===== src/rtl/mem_access_sequencer_if.sv =====
// mem_access_sequencer_if
//   Groups the ControlUnit/RAM-facing signals of the load/store sequencer.
//   master : environment side (ControlUnit request, RAM MFC), consumes the strobes.
//   slave  : the sequencer itself.
//   Request : start, op3[5:0], addr_lo[2:0]; RAM handshake : MFC.
//   Strobes : MAR_Enable, MDR_Enable, MDR_Mux_select, RAM_enable, RAM_OpCode[5:0],
//             register_file_enable, addr_inc, word_sel.
//   Status  : busy, done, trap, trap_type[1:0].
interface mem_access_sequencer_if;
    logic       start;
    logic [5:0] op3;
    logic [2:0] addr_lo;
    logic       MFC;
    logic       MAR_Enable;
    logic       MDR_Enable;
    logic       MDR_Mux_select;
    logic       RAM_enable;
    logic [5:0] RAM_OpCode;
    logic       register_file_enable;
    logic       addr_inc;
    logic       word_sel;
    logic       busy;
    logic       done;
    logic       trap;
    logic [1:0] trap_type;

    modport master (
        output start, op3, addr_lo, MFC,
        input  MAR_Enable, MDR_Enable, MDR_Mux_select, RAM_enable, RAM_OpCode,
               register_file_enable, addr_inc, word_sel, busy, done, trap, trap_type
    );

    modport slave (
        input  start, op3, addr_lo, MFC,
        output MAR_Enable, MDR_Enable, MDR_Mux_select, RAM_enable, RAM_OpCode,
               register_file_enable, addr_inc, word_sel, busy, done, trap, trap_type
    );
endinterface


===== src/rtl/mem_access_sequencer.sv =====
// mem_access_sequencer
//   Multi-cycle sequencer for SPARC V8 load/store instructions (byte, half,
//   word, doubleword). Checks op3 legality and address alignment, drives the
//   MAR/MDR/RAM/register-file strobes and waits on the RAM MFC handshake with
//   a timeout. All outputs are registered, decoded from the next state.
//   Ports: Clk (rising edge), Clr (async, active low), bus (slave modport).
//
//   state    | meaning
//   ---------+-------------------------------------------------
//   S_IDLE   | waiting for start; legality/alignment decided here
//   S_MAR    | load MAR with the effective address
//   S_MDRW   | load MDR from register out_PB (stores)
//   S_ACCESS | RAM strobe active, waiting for MFC, timeout counting
//   S_LATCH  | capture RAM data into MDR
//   S_WB     | write MDR back to the register file
//   S_NEXT   | bump address by 4 for the second doubleword half
//   S_DONE   | completion pulse
//   S_TRAP   | trap pulse, trap_type holds the cause
module mem_access_sequencer #(
    parameter int unsigned TIMEOUT = 16,
    parameter int unsigned CNT_W   = 8
) (
    input  logic                  Clk,
    input  logic                  Clr,
    mem_access_sequencer_if.slave bus
);

    typedef enum logic [3:0] {
        S_IDLE, S_MAR, S_MDRW, S_ACCESS, S_LATCH, S_WB, S_NEXT, S_DONE, S_TRAP
    } state_t;

    state_t           state, state_nxt;
    logic [5:0]       op_q, op_nxt;
    logic [CNT_W-1:0] cnt, cnt_nxt;
    logic [1:0]       tt_nxt;
    logic             ws_nxt;
    logic             is_store, is_double, timeout_hit;

    function automatic logic op_legal(input logic [5:0] op);
        case (op)
            6'b000000, 6'b000001, 6'b000010, 6'b000011, 6'b001001, 6'b001010,
            6'b000100, 6'b000101, 6'b000110, 6'b000111: op_legal = 1'b1;
            default:                                   op_legal = 1'b0;
        endcase
    endfunction

    // For every legal op3, bits [1:0] encode the size: 00 word, 01 byte,
    // 10 half, 11 double.
    function automatic logic misaligned(input logic [5:0] op, input logic [2:0] a);
        case (op[1:0])
            2'b00:   misaligned = (a[1:0] != 2'b00);
            2'b10:   misaligned = a[0];
            2'b11:   misaligned = (a != 3'b000);
            default: misaligned = 1'b0;
        endcase
    endfunction

    assign is_store    = op_q[2];
    assign is_double   = (op_q[1:0] == 2'b11) && !op_q[3];
    assign timeout_hit = (cnt == CNT_W'(TIMEOUT - 1));

    always_comb begin
        state_nxt = state;
        op_nxt    = op_q;
        tt_nxt    = bus.trap_type;
        unique case (state)
            S_IDLE: begin
                if (bus.start) begin
                    op_nxt = bus.op3;
                    tt_nxt = 2'b00;
                    if (!op_legal(bus.op3)) begin
                        state_nxt = S_TRAP;
                        tt_nxt    = 2'b10;
                    end else if (misaligned(bus.op3, bus.addr_lo)) begin
                        state_nxt = S_TRAP;
                        tt_nxt    = 2'b01;
                    end else begin
                        state_nxt = S_MAR;
                    end
                end
            end
            S_MAR:  state_nxt = is_store ? S_MDRW : S_ACCESS;
            S_MDRW: state_nxt = S_ACCESS;
            S_ACCESS: begin
                // MFC wins over a timeout landing in the same cycle.
                if (bus.MFC) begin
                    if (!is_store)
                        state_nxt = S_LATCH;
                    else if (is_double && !bus.word_sel)
                        state_nxt = S_NEXT;
                    else
                        state_nxt = S_DONE;
                end else if (timeout_hit) begin
                    state_nxt = S_TRAP;
                    tt_nxt    = 2'b11;
                end
            end
            S_LATCH: state_nxt = S_WB;
            S_WB:    state_nxt = (is_double && !bus.word_sel) ? S_NEXT : S_DONE;
            S_NEXT:  state_nxt = is_store ? S_MDRW : S_ACCESS;
            S_DONE:  state_nxt = S_IDLE;
            S_TRAP:  state_nxt = S_IDLE;
            default: state_nxt = S_IDLE;
        endcase

        ws_nxt = bus.word_sel;
        if (state_nxt == S_NEXT)
            ws_nxt = 1'b1;
        else if (state_nxt == S_DONE || state_nxt == S_TRAP)
            ws_nxt = 1'b0;

        // Counter restarts on every entry into ACCESS, including the second
        // doubleword half.
        cnt_nxt = cnt;
        if (state_nxt == S_ACCESS && state != S_ACCESS)
            cnt_nxt = '0;
        else if (state == S_ACCESS)
            cnt_nxt = cnt + CNT_W'(1);
    end

    always_ff @(posedge Clk or negedge Clr) begin
        if (!Clr) begin
            state                    <= S_IDLE;
            op_q                     <= 6'd0;
            cnt                      <= '0;
            bus.trap_type            <= 2'b00;
            bus.word_sel             <= 1'b0;
            bus.MAR_Enable           <= 1'b0;
            bus.MDR_Enable           <= 1'b0;
            bus.MDR_Mux_select       <= 1'b0;
            bus.RAM_enable           <= 1'b0;
            bus.RAM_OpCode           <= 6'd0;
            bus.register_file_enable <= 1'b0;
            bus.addr_inc             <= 1'b0;
            bus.busy                 <= 1'b0;
            bus.done                 <= 1'b0;
            bus.trap                 <= 1'b0;
        end else begin
            state                    <= state_nxt;
            op_q                     <= op_nxt;
            cnt                      <= cnt_nxt;
            bus.trap_type            <= tt_nxt;
            bus.word_sel             <= ws_nxt;
            bus.MAR_Enable           <= (state_nxt == S_MAR) || (state_nxt == S_NEXT);
            bus.MDR_Enable           <= (state_nxt == S_MDRW) || (state_nxt == S_LATCH);
            bus.MDR_Mux_select       <= (state_nxt == S_LATCH);
            bus.RAM_enable           <= (state_nxt == S_ACCESS) || (state_nxt == S_LATCH);
            bus.RAM_OpCode           <= ((state_nxt == S_ACCESS) || (state_nxt == S_LATCH))
                                        ? op_nxt : 6'd0;
            bus.register_file_enable <= (state_nxt == S_WB);
            bus.addr_inc             <= (state_nxt == S_NEXT);
            bus.busy                 <= (state_nxt != S_IDLE);
            bus.done                 <= (state_nxt == S_DONE);
            bus.trap                 <= (state_nxt == S_TRAP);
        end
    end

endmodule


===== src/flat_wrapper.sv =====
// flat-port wrapper written by rule: the top's interface ports become plain ports
module mem_access_sequencer_flat 
#(
    parameter int unsigned TIMEOUT = 16,
    parameter int unsigned CNT_W   = 8
)
  (Clk, Clr, bus_start, bus_op3, bus_addr_lo, bus_MFC, bus_MAR_Enable, bus_MDR_Enable, bus_MDR_Mux_select, bus_RAM_enable, bus_RAM_OpCode, bus_register_file_enable, bus_addr_inc, bus_word_sel, bus_busy, bus_done, bus_trap, bus_trap_type);
  mem_access_sequencer_if bus_i ();
  input  logic Clk;
  input  logic Clr;
  input wire logic [$bits(bus_i.start)-1:0] bus_start;
  input wire logic [$bits(bus_i.op3)-1:0] bus_op3;
  input wire logic [$bits(bus_i.addr_lo)-1:0] bus_addr_lo;
  input wire logic [$bits(bus_i.MFC)-1:0] bus_MFC;
  output wire logic [$bits(bus_i.MAR_Enable)-1:0] bus_MAR_Enable;
  output wire logic [$bits(bus_i.MDR_Enable)-1:0] bus_MDR_Enable;
  output wire logic [$bits(bus_i.MDR_Mux_select)-1:0] bus_MDR_Mux_select;
  output wire logic [$bits(bus_i.RAM_enable)-1:0] bus_RAM_enable;
  output wire logic [$bits(bus_i.RAM_OpCode)-1:0] bus_RAM_OpCode;
  output wire logic [$bits(bus_i.register_file_enable)-1:0] bus_register_file_enable;
  output wire logic [$bits(bus_i.addr_inc)-1:0] bus_addr_inc;
  output wire logic [$bits(bus_i.word_sel)-1:0] bus_word_sel;
  output wire logic [$bits(bus_i.busy)-1:0] bus_busy;
  output wire logic [$bits(bus_i.done)-1:0] bus_done;
  output wire logic [$bits(bus_i.trap)-1:0] bus_trap;
  output wire logic [$bits(bus_i.trap_type)-1:0] bus_trap_type;
  assign bus_i.start = bus_start;
  assign bus_i.op3 = bus_op3;
  assign bus_i.addr_lo = bus_addr_lo;
  assign bus_i.MFC = bus_MFC;
  assign bus_MAR_Enable = bus_i.MAR_Enable;
  assign bus_MDR_Enable = bus_i.MDR_Enable;
  assign bus_MDR_Mux_select = bus_i.MDR_Mux_select;
  assign bus_RAM_enable = bus_i.RAM_enable;
  assign bus_RAM_OpCode = bus_i.RAM_OpCode;
  assign bus_register_file_enable = bus_i.register_file_enable;
  assign bus_addr_inc = bus_i.addr_inc;
  assign bus_word_sel = bus_i.word_sel;
  assign bus_busy = bus_i.busy;
  assign bus_done = bus_i.done;
  assign bus_trap = bus_i.trap;
  assign bus_trap_type = bus_i.trap_type;
  mem_access_sequencer #(.TIMEOUT(TIMEOUT), .CNT_W(CNT_W)) u_core (.Clk(Clk), .Clr(Clr), .bus(bus_i));
endmodule

===== config.mk =====
export PLATFORM = sky130hd
export DESIGN_NAME = mem_access_sequencer_flat
export DESIGN_NICKNAME = d
export VERILOG_FILES = /design/src/rtl/mem_access_sequencer_if.sv /design/src/rtl/mem_access_sequencer.sv /design/src/flat_wrapper.sv
export SDC_FILE = /design/constraint.sdc
export NUM_CORES = 1
export LEC_CHECK = 0
export BUFFER_PORTS_ARGS = -buffer_cell sky130_fd_sc_hd__buf_2
export CAP_MARGIN = 0
export CORE_MARGIN = 1.5
export CORE_UTILIZATION = 49
export DETAILED_ROUTE_END_ITERATION = 10
export GPL_ROUTABILITY_DRIVEN = 0
export GPL_TIMING_DRIVEN = 0
export PLACE_DENSITY = 0.78
export SLEW_MARGIN = 10
export SYNTH_ARGS = -nofsm -noshare
export SYNTH_HDL_FRONTEND = slang
export SYNTH_SLANG_ARGS = --single-unit
export TNS_END_PERCENT = 1

===== constraint.sdc =====
create_clock -name Clk -period 2 [get_ports Clk]
set_clock_uncertainty 0.05 [all_clocks]
set_input_delay 0.4 -clock Clk [delete_from_list [all_inputs] [get_ports Clk]]
set_output_delay 0.4 -clock Clk [all_outputs]
set_load 0.03 [all_outputs]

==> summary by stage, run 1 <==
Run status
The run finished, with violations left. The final reports fail on negative setup slack.

Run
The tool flagged a number of max-cap violations equal to 0.

GRT
The via count of the first global-routing pass is roughly 1300. The first-pass GRT wire length is just under 6 mm. In the global route stage, overall resource usage came out at 0.2185. The initial antenna violation count is 0. The remaining global-route overflow is 0. Entering global routing, the biggest net connects 37 pins.

Route
In the final routed layout, each cell accounts on average for 15.62 µm. Wire segments on met2 add up to ~1.9 mm in the final route. The count of nets left with antenna violations after detail routing is 0. The routed design has about 3.7 mm of wire.

Routed signal wires occupy layers up through met4. After detailed routing, the number of vias per cell comes to roughly 5.6. The via total after detailed routing is between 1000 and 1500. The detailed-routing wirelength on met1 is approximately 1.5 mm. In the detailed route, the total length drawn on met3 is around 240 µm. The first detailed-routing pass took 4 iterations. The post-detailed-route DRC marker count is 0.

The violation count after the first detailed-routing iteration is 33.

Floorplan
The die covers around 0.0038 mm². The initial cell density of the core is 0.5077. The top-level port count is 31. The horizontal die dimension is a little over 60 µm. After floorplanning, the core was sized to cover between 0.003 and 0.004 mm². The floorplan step set the die height to just over 60 µm. In this run the core area contains 21 standard-cell rows.

Final layout
The share of cells above drive strength 1 is 0.4041. Compared with the post-synthesis result, the final layout area differs by 26.00%. 0 antenna diodes ended up in the layout.

The number of non-filler instances in the completed layout is roughly 240. After the last flow step, the layout net total stands at between 200 and 250. The final design area excluding fillers is roughly 0.0021 mm².

Worst setup path
The endpoint identified for the worst register-to-register timing path is u_core.cnt[0]$_DFFE_PN0P_. Of all nets on the critical path, the largest fanout is 8. The type of the setup path with the least slack is reg -> reg. The category of the worst setup path launch point is a flop. The critical path starts at u_core.state[3]$_DFF_PN0_.

The worst setup path is captured at a flop. The startpoint of the lowest-slack register-to-register path is u_core.state[3]$_DFF_PN0_. The minimum setup slack among reg-to-reg paths is -0.02 ns. The worst register-to-register path has a depth of 5. The arrival time of data at the critical path endpoint is 2.20 ns. Data on the critical path is required at its endpoint by roughly 2.2 ns.

STA
The actual transition at the worst max-transition pin is 0.7575 ns. The number of max-slew violations in the final report is 0. The smallest clock period supported by the final layout is computed as 2.019 ns. The setup TNS is -0.01919 ns. After layout, the worst setup slack is -0.01919 ns. The final setup violation count is 1. In the finished design, the share of the clock period the worst path needs comes to 1.010. Derived from the worst setup path, the maximum achievable clock frequency is 495.2 MHz. The final-report hold violation count is 0. Setup repair after global routing could not meet its margin everywhere.

The relative max-transition margin is 0.4950.

Yosys
The synthesized instance count is 143. The most used flip-flop cell after synthesis is sky130_fd_sc_hd__dfrtp_1. After synthesis the cells add up to approximately 0.0017 mm². During synthesis, Yosys emitted a total of 0 warnings. Counting flops with an async set or reset pin after synthesis yields a share of 1.000.

The distinct cell type count of the synthesized netlist is 50. The proportion of synthesized chip area in sequential cells is 0.5318. Counting flops with a built-in enable in the synthesized netlist gives 0.

When the netlist entered floorplanning its net count stood at 161. The synthesized area divided by synthesized cell count is ~12 µm². After synthesis the netlist holds a flip-flop and latch count of 36.

Clock tree
The hold buffer count at cts is 0. The clock-pin slew reported for the worst setup and hold paths after clock tree synthesis is 0.10 ns. The clock tree from TritonCTS is done. The H-tree generated during clock tree synthesis spans 2 levels.

The root buffer cell is sky130_fd_sc_hd__clkbuf_4. The CTS buffer count is 5. The tree built by TritonCTS fans out to 36 sinks. The insertion delay to the later sink of the worst-skew pair is 0.34 ns.

The worst-case clock buffer depth is 2.

Placement
The standard cell area after detailed placement is between 0.0015 and 0.002 mm². The cell count after placement is roughly 220. The post-placement setup slack is -0.4474 ns. Input and output buffers added on the ports amount to 30. The total half-perimeter wirelength after legalization and detailed placement is 2.560 mm.

Min path
The type of the tightest min-delay check is in -> async.

Pwr
The worst-case IR drop observed on VDD is a little over 700 µV. The areal power density over the cells is around 1600 mW/mm². The reported leakage power is 1.041 nW.
synthesized netlist by cell type, types with 2 or more instances:
| master | count | area share |
|---|---|---|
| sky130_fd_sc_hd__dfrtp_1 | 36 | 0.53 |
| sky130_fd_sc_hd__nand2_1 | 8 | 0.018 |
| sky130_fd_sc_hd__nor2_1 | 8 | 0.018 |
| sky130_fd_sc_hd__a21boi_1 | 5 | 0.022 |
| sky130_fd_sc_hd__a31oi_1 | 5 | 0.018 |
| sky130_fd_sc_hd__ha_1 | 5 | 0.037 |
| sky130_fd_sc_hd__inv_1 | 5 | 0.011 |
| sky130_fd_sc_hd__xor2_1 | 5 | 0.026 |
| sky130_fd_sc_hd__a21oi_1 | 4 | 0.012 |
| sky130_fd_sc_hd__mux2_2 | 4 | 0.027 |
| sky130_fd_sc_hd__o21ai_0 | 4 | 0.012 |
| sky130_fd_sc_hd__a211oi_1 | 3 | 0.013 |
| sky130_fd_sc_hd__and2_1 | 3 | 0.011 |
| sky130_fd_sc_hd__and3_1 | 3 | 0.011 |
| sky130_fd_sc_hd__nand3_1 | 3 | 0.0089 |
| sky130_fd_sc_hd__o22ai_1 | 3 | 0.011 |
| sky130_fd_sc_hd__a21o_1 | 2 | 0.0089 |
| sky130_fd_sc_hd__buf_6 | 2 | 0.013 |
| sky130_fd_sc_hd__nand2b_1 | 2 | 0.0074 |
| sky130_fd_sc_hd__nor4_1 | 2 | 0.0074 |
| sky130_fd_sc_hd__o22a_1 | 2 | 0.010 |
flip-flops by register name (all words and copies together) (netlist names), 2 cells and up:
name	cells
u_core.bus.RAM_OpCode	6
u_core.cnt	8
u_core.state	4
u_core.bus.trap_type	2
u_core.op_q	6
metal layers:
metal	GRT usage	vias to the layer above
met5	0	-
met4	0.1125	0
met3	0.08075	7
met2	0.3519	48
met1	0.2560	671
li1	-	619
critical path, stage by stage (launching register included):
cell                       delay (ns)
sky130_fd_sc_hd__dfrtp_2         0.47
sky130_fd_sc_hd__and4bb_4        0.35
sky130_fd_sc_hd__or2b_1          0.22
sky130_fd_sc_hd__o32a_1          0.22
sky130_fd_sc_hd__a211o_4         0.39
sky130_fd_sc_hd__a21o_1          0.20
stage by stage:
| stage | power (W) | hold WS, ns | util |
|---|---|---|---|
| after global placement | 0.002575 | 0.4190 | 0.5789 |
| after floorplan | 0.002261 | 0.05441 | - |
| after detailed placement | 0.002650 | 0.4258 | 0.5789 |
| final | 0.003334 | 0.06506 | 0.6397 |
| after global routing | 0.003550 | 0.1242 | 0.6397 |
| after CTS | 0.003192 | 0.1028 | 0.6205 |
final cells by class:
type | instances | area (µm²)
inverters | 5 | 36.28
flip-flops and latches | 36 | 904.6
repair buffers | 42 | 240.2
clock buffers | 8 | 58.81
multi-input cells | 97 | 794.5
fillers | 284 | 1202
plain buffers | 5 | 42.54
well taps | 46 | 57.56
where the power goes:
part / total [W] / switching, W / internal (W)
registers: 0.00113 / 0.000150 / 0.000983
logic: 0.00180 / 0.00104 / 0.000762
clock network: 0.000396 / 0.000223 / 0.000173
cells in the final DEF, fill, tap and decap left out, drive strengths merged, types with 3 or more instances in the layout:
master,instances
nand3,3
a21oi,4
a211oi,3
and2,3
a21boi,7
dfrtp,36
ha,5
inv,5
xor2,5
o21ai,4
nor2,9
nor3,3
mux2,4
a31oi,5
nand2,8
clkbuf,11
and3,3
o22ai,3
buf,44
logic make-up after synthesis:
kind of cell,synth area share
AOI/OAI and AO/OA,0.1684
adders and majority gates,0.03693
buffers and inverters,0.03397
and+or+nand+nor,0.1654
muxes,0.03249
DFF,0.5318
xor gates and xnor gates,0.03102
worst max-delay path by stage:
stage / cells past startpoint / to / slack, ns
after global placement: 8 / u_core.cnt[0]$_DFFE_PN0P_ / -0.42
after detailed placement: 8 / u_core.cnt[0]$_DFFE_PN0P_ / -0.45
final: 5 / u_core.cnt[0]$_DFFE_PN0P_ / -0.02
after CTS: 6 / u_core.cnt[0]$_DFFE_PN0P_ / -0.005
after floorplan: 7 / u_core.cnt[0]$_DFFE_PN0P_ / -0.09
after global routing: 6 / u_core.cnt[0]$_DFFE_PN0P_ / -0.07
timing repair:
item,in CTS,in global routing
setup endpoints to repair,16,17
pin swaps,10,9
gates resized for setup,6,11
buffers inserted,7,5
No activity file was read; power rests on OpenSTA's default activity.
==> run 2: changes to the inputs <==
--- a/config.mk
+++ b/config.mk
@@ -10,9 +10,9 @@
 export CORE_MARGIN = 1.5
 export CORE_UTILIZATION = 49
 export DETAILED_ROUTE_END_ITERATION = 10
-export GPL_ROUTABILITY_DRIVEN = 0
 export GPL_TIMING_DRIVEN = 0
 export PLACE_DENSITY = 0.78
+export SETUP_SLACK_MARGIN = 0.05
 export SLEW_MARGIN = 10
 export SYNTH_ARGS = -nofsm -noshare
 export SYNTH_HDL_FRONTEND = slang
==> summary by stage, run 2 (synthesis gave the netlist of run 1 again) <==
Run status
The run finished, with violations left. The final reports fail on negative setup slack.

Final layout
The layout overhead on the synthesized area is 27.62%. The register with the most flip-flops in the layout has 8 of them. Once layout is complete, the utilization of the core stands at 0.6479. For this run, the number of standard cells in the final layout without fillers is about 240.

Leaving out fill and tap cells, the most frequent cells in the layout are sky130_fd_sc_hd__dfrtp_1 (33), sky130_fd_sc_hd__buf_2 (30), sky130_fd_sc_hd__buf_4 (14), sky130_fd_sc_hd__nand2_1 (8), sky130_fd_sc_hd__nor2_1 (8). For this run, the post-layout net count is 212. The antenna cell count is 0. The largest registers in the layout are u_core.cnt: 8 flops, u_core.bus.RAM_OpCode: 6 flops, u_core.op_q: 6 flops. The multi-input combinational cells in the finished layout cover a total of roughly 800 µm². In the final layout, the share of cells above drive strength 1 is 0.4103.

Leaving out fill and tap cells, the most frequent cell in the layout is sky130_fd_sc_hd__dfrtp_1. The number of fillers in the final layout is 272. Counting flops per register, the top entry is u_core.cnt.

The area taken by flip-flops and latches is around 900 µm².

Clock tree
The clock drives 36 sinks. TritonCTS built the clock tree. The depth of the CTS H-tree is 2. The clock-pin slew reported for the worst setup and hold paths after clock tree synthesis is roughly 0.10 ns. The worst-case clock buffer depth is 2.

TritonCTS created 5 clock buffers. The root buffer cell is sky130_fd_sc_hd__clkbuf_4. The insertion delay to the later sink of the worst-skew pair is between 0.3 and 0.4 ns.

Worst setup path
For this design, the slowest cell found on the critical path is sky130_fd_sc_hd__dfrtp_2. The category of the worst setup path launch point is a flop. The type of element capturing the critical path is a flop. The type of the setup path with the least slack is reg -> reg. The arrival time of data at the critical path endpoint is 2.23 ns. Traced cell by cell, the critical path runs through nand4bb_1 -> a211oi_2 -> nor2_2 -> a211o_4 -> a21o_1. STA puts the critical path data required time at between 2 and 2.5 ns. The peak per-stage delay on the critical path is 0.49 ns. In this run the worst path has a maximum fanout of 8.

Route
The total met2 wirelength after detailed routing is 1.946 mm. The per-cell via count in the routed design is about 5.6. The top layer reached by signal wires is met4. The first routing iteration left slightly below 70 violations. The count of nets left with antenna violations after detail routing is 0. The average routed wire per standard cell is roughly 16 µm. The detailed-routing wirelength on met1 is about 1.6 mm.

The wire length after detailed routing is about 3.9 mm. In the routed design, unresolved DRC markers number 0. Summing over every cut layer, the via total after detailed routing is around 1400. The first-pass iteration count of the detailed router is 4. The routed design uses between 200 and 250 µm of met3 wire.

Floorplan
The initial cell density of the core is 0.5077. For this design the top-level I/O count stands at 31. The region available for standard cell placement spans 0.003337 mm².

The number of rows in the core area is 21. The height of the die is 61.80 µm. The die covers 0.003819 mm². The horizontal die dimension is 61.80 µm.

GRT
Across every metal layer, demand over resource in global routing totals 0.2255. The initial antenna violation count is 0. The first global-routing pass estimated 6.037 mm of wire. Entering global routing, the biggest net connects 37 pins. Summed over all layers, the global routing overflow is 0. The via count of the first global-routing pass is 1341.

Pwr
For this design the static power due to leakage is ~1.1 nW. In this run the power density over the cells is 1577 mW/mm². The worst ir drop on vdd is a little over 700 µV.

Run
The max-cap violation count is 0.

STA
Setup repair after global routing could not meet its margin everywhere. Final hold analysis gives a worst-case slack of just over 0.07 ns. The number of max-slew violations in the final report is 0. The minimum clock period after layout is around 2.0 ns. At the pin with the least slew margin, the transition time is 0.7750 ns. Static timing analysis puts the maximum clock frequency at 489.3 MHz. The setup slack after layout is -0.04385 ns. The relative max-transition margin is 0.4833. Dividing the final minimum period by the clock period gives 1.022. The final-report hold violation count is 0. Setup violations remaining at the end of the flow were counted as 4.

Placement
The cell count after placement is 219. Timing analysis after detailed placement gives a worst setup slack of -0.4474 ns. Routability-driven placement finished with a final weighted congestion of roughly 0.8.

During placement, the flow inserted port buffers numbering 30. The total half-perimeter wirelength after legalization and detailed placement is 2.560 mm.

Min path
The type of the tightest min-delay check is in -> async.
## run 2: path summary, 6_finish.rpt
path / start / to / slack, ns / depth (start not counted)
hold / removal: Clr / u_core.bus.trap_type[1]$_DFFE_PN0P_ / 0.07 / 1
max in group asynchronous: Clr / u_core.cnt[4]$_DFFE_PN0P_ / 1.28 / 1
setup / recovery: u_core.state[3]$_DFF_PN0_ / u_core.cnt[0]$_DFFE_PN0P_ / -0.04 / 5
hold reg to reg: u_core.bus.trap_type[1]$_DFFE_PN0P_ / u_core.bus.trap_type[1]$_DFFE_PN0P_ / 0.45 / 1
setup reg to reg: u_core.state[3]$_DFF_PN0_ / u_core.cnt[0]$_DFFE_PN0P_ / -0.04 / 5
min in group Clk: bus_op3[3] / u_core.op_q[3]$_DFF_PN0_ / 0.26 / 2
## run 2: per-stage QoR
| step | area (µm²) | TNS (ns) | total power, W |
|---|---|---|---|
| final | 2162 | -0.09597 | 0.003410 |
| after global routing | 2162 | -0.9089 | 0.003624 |
| after CTS | 2125 | 0 | 0.003304 |
| after detailed placement | 1932 | -7.173 | 0.002650 |
| after global placement | 1932 | -6.763 | 0.002575 |
| after floorplan | 1724 | -0.1226 | 0.002261 |
## run 2: worst max-delay path: cells and delay by family, from the launching register on
kind	cells	cell delay (ns)
AO/OA/AOI/OAI	3	0.89
flip-flops	1	0.49
AND/OR/NAND/NOR	2	0.50
## run 2: metal layers
metal	track usage	up-vias
li1	-	625
met1	0.2693	681
met2	0.3609	46
met3	0.08075	8
met4	0.1125	0
met5	0	-
## run 2: where the power goes
group	total, W	leakage, nW	switching, W	internal [W]
sequential	0.00114	0.458	0.000156	0.000983
combinational	0.00188	0.561	0.00106	0.000810
clock	0.000395	0.0326	0.000222	0.000173
## run 2: final cells by class
cell class	count	area share
clock buffers	8	0.02720
plain buffers	5	0.01794
well taps	46	0.02662
repair buffers	44	0.1227
flip-flops and latches	36	0.4184
multi-input cells	97	0.3704
inverters	5	0.01678
## run 2: repair_timing
item                                    4_1_cts  5_1_grt
endpoints found under the setup margin       21       20
hold endpoints to repair                      0        0
hold buffers                                  0        0
gates resized for setup                      11        7
pin swaps                                    11        4
setup buffers                                13        1
==> run 3: changes to the inputs <==
--- a/config.mk
+++ b/config.mk
@@ -8,10 +8,11 @@
 export BUFFER_PORTS_ARGS = -buffer_cell sky130_fd_sc_hd__buf_2
 export CAP_MARGIN = 0
 export CORE_MARGIN = 1.5
-export CORE_UTILIZATION = 49
+export CORE_UTILIZATION = 51
+export CTS_BUF_LIST = sky130_fd_sc_hd__clkbuf_2 sky130_fd_sc_hd__clkbuf_4 sky130_fd_sc_hd__clkbuf_8
 export DETAILED_ROUTE_END_ITERATION = 10
 export GPL_TIMING_DRIVEN = 0
-export PLACE_DENSITY = 0.78
+export PLACE_DENSITY = 0.73
 export SETUP_SLACK_MARGIN = 0.05
 export SLEW_MARGIN = 10
 export SYNTH_ARGS = -nofsm -noshare
==> summary by stage, run 3 (synthesis gave the netlist of run 1 again) <==
Worst setup path
The data required time of the worst path is 2.20 ns. Of all nets on the critical path, the largest fanout is 8. At the worst endpoint, the arrival time is approximately 2.2 ns. The critical path is of the in -> reg type. STA classifies the critical path endpoint as a flop. STA classifies the critical path startpoint as an input port.

Pwr
Of the total power, the share spent switching nets is 0.3882. The share of total power dissipated in sequential elements is 0.309. The worst-case IR drop observed on VDD is 770.6 µV. The areal power density over the cells is between 1500 and 2000 mW/mm². The fraction of power consumed by combinational cells is 0.484. The total internal power is 0.002245 W. In this run the power spent charging and discharging nets is ~0.0014 W. The share of total power dissipated in the clock network is 0.207. In this run the static leakage power is around 1.0 nW.

Route
In the routed design, unresolved DRC markers number 0. The count of nets left with antenna violations after detail routing is 0. The first routing iteration left 80 violations. The first-pass iteration count of the detailed router is 4. For this block, the routed nets add up to 3.513 mm of wire. Dividing the detail-routed via count by the number of cells gives between 5 and 6. The routed layout has about 1300 vias. The average routed wire per standard cell is approximately 15 µm.

Final layout
The flip-flop count of the largest register after layout is 8. The register with the most flip-flops is u_core.cnt. The layout has 240 filler cells.

The final net count is roughly 200. The share of the core filled with cells is 0.7012. The layout overhead on the synthesized area is 28.43%. The leading cell type in the layout, fill and taps excluded is sky130_fd_sc_hd__dfrtp_1. The library cells used most frequently in the layout, excluding fill and tap cells, are sky130_fd_sc_hd__dfrtp_1 (33), sky130_fd_sc_hd__buf_2 (29), sky130_fd_sc_hd__buf_4 (10), sky130_fd_sc_hd__nand2_1 (8), sky130_fd_sc_hd__nor2_1 (8).

The repair_antennas step left the layout with diodes totalling 0. The multi-input combinational cells in the finished layout cover a total of around 800 µm². The sequential cells in the finished layout cover a total of approximately 900 µm².

In the final layout, the registers with the most flip-flops are u_core.cnt: 8 flops, u_core.bus.RAM_OpCode: 6 flops, u_core.op_q: 6 flops. Summing all non-filler instances in the final layout gives an area of 0.002176 mm². Of the cells placed in the final design, the portion with a size suffix greater than 1 is 0.4074.

Floorplan
The die outline area is approximately 0.0037 mm². The die is roughly 61 µm tall. Pin placement for this block handled 31 I/O pins. The initial utilization of the core area, before any placement, comes to 0.5460. The horizontal die dimension is a little over 60 µm. The floorplan has 20 rows. The core outline area is 0.003103 mm².

STA
The setup slack after layout is -0.04224 ns. The number of max-slew violations in the final report was 0. The final critical-path share of the clock period is 1.021. The smallest clock period supported by the final layout is computed as 2.042 ns. The final-report hold violation count is 0. In this run the tightest slew margin relative to its limit is 0.4957. The highest clock rate is 489.7 MHz. The final setup violation count is 4. At the pin with the least slew margin, the transition time is approximately 0.76 ns.

Setup repair after global routing could not meet its margin everywhere.

Placement
The total half-perimeter wirelength after legalization and detailed placement is 2.355 mm. The congestion estimate from routability-driven global placement came to between 0.7 and 0.8. The standard cell area after detailed placement is between 0.0015 and 0.002 mm². The count of port buffers added during placement is 30.

Clock tree
The clock-pin slew reported for the worst setup and hold paths after clock tree synthesis is 0.11 ns. The later pin in the worst-skew pair is clocked with a latency of 0.34 ns. Clock tree synthesis inserted a total of 5 buffers. For this design, the sink count on the clock tree is 36. CTS placed an instance of sky130_fd_sc_hd__clkbuf_4 at the clock tree root. The clock tree from TritonCTS is done. The depth of the CTS H-tree is 2. The clock passes through at most 2 buffers.

GRT
For this run, the total global-route usage over all layers was measured as 0.2142. Entering global routing, the biggest net connects 37 pins. The remaining global-route overflow is 0.

The initial antenna violation count is 0. The first global-routing pass estimated ~5.7 mm of wire. The via count of the first global-routing pass is around 1300.

Run
Max-cap violations in this run came to 0.

Min path
The type of the tightest min-delay check is in -> async.

Run status
The run finished, with violations left. The final reports fail on negative setup slack.
==> run 3: changes by cell type in the layout (fill, tap and decap cells not counted), sizes merged <==
cell and change:
bufinv +3, buf -7, clkbuf -2
==> run 3: layout make-up <==
type	instances	area share
sequential	36	0.4158
multi-input combinational	97	0.3669
timing repair buffer	38	0.09776
clock inverter	3	0.04140
tap	44	0.02530
buffer	5	0.01898
clock buffer	5	0.01725
inverter	5	0.01668
==> run 3: metrics by stage <==
stage | setup TNS, ns | std cells | setup slack (ns) | hold WS [ns] | total power, W
floorplan | -0.1226 | 143 | -0.08686 | 0.05441 | 0.002261
global placement | -7.003 | 217 | -0.4228 | 0.4242 | 0.002578
detailed placement | -7.004 | 217 | -0.4215 | 0.4389 | 0.002630
CTS | -0.09856 | 230 | -0.02391 | 0.08103 | 0.003494
global route | -0.8349 | 233 | -0.1181 | 0.1338 | 0.003872
finish | -0.07531 | 233 | -0.04224 | 0.06339 | 0.003669
==> run 3: critical path, cell delays in order <==
cell                       delay, ns
sky130_fd_sc_hd__buf_2          0.14
sky130_fd_sc_hd__inv_6          0.05
sky130_fd_sc_hd__ha_4           0.25
sky130_fd_sc_hd__nand2b_1       0.05
sky130_fd_sc_hd__a211o_1        0.34
sky130_fd_sc_hd__o32a_1         0.43
sky130_fd_sc_hd__a211o_4        0.40
sky130_fd_sc_hd__a21o_1         0.17
==> run 3: worst paths after layout <==
check                                               start  slack [ns]  cells after the start                            end
max in group asynchronous                             Clr        1.30                      1      u_core.cnt[4]$_DFFE_PN0P_
min in group Clk                               bus_op3[2]        0.26                      2       u_core.op_q[2]$_DFF_PN0_
worst max register to register  u_core.state[2]$_DFF_PN0_       -0.04                      6      u_core.cnt[0]$_DFFE_PN0P_
worst max-delay path                           bus_op3[1]       -0.04                      8      u_core.cnt[0]$_DFFE_PN0P_
worst min-delay path                                  Clr        0.06                      1  u_core.bus.addr_inc$_DFF_PN0_
worst min register to register   u_core.op_q[5]$_DFF_PN0_        0.46                      1       u_core.op_q[5]$_DFF_PN0_
==> run 3: metal layers <==
metal  vias up  track usage  routed length (µm)
met4         0      0.08075                  76
li1        612            -                   -
met3        11      0.06610                 189
met5         -            0                   0
met2        47       0.3487                1714
met1       656       0.2694                1532
==> run 3: power by group through the flow <==
stage / Clock, W / Combinational [W] / Sequential [W]
finish: 0.000759 / 0.00178 / 0.00113
global route: 0.000796 / 0.00192 / 0.00116
CTS: 0.000771 / 0.00161 / 0.00111
detailed placement: 0 / 0.00151 / 0.00112
global placement: 0 / 0.00147 / 0.00111
floorplan: 0 / 0.000947 / 0.00131
==> run 3: timing repair <==
item	4_1_cts	5_1_grt
resized for setup	3	13
setup buffers	5	3
pin swaps	4	9
endpoints found under the hold margin	0	0
hold buffers	0	0
setup endpoints to repair	20	20
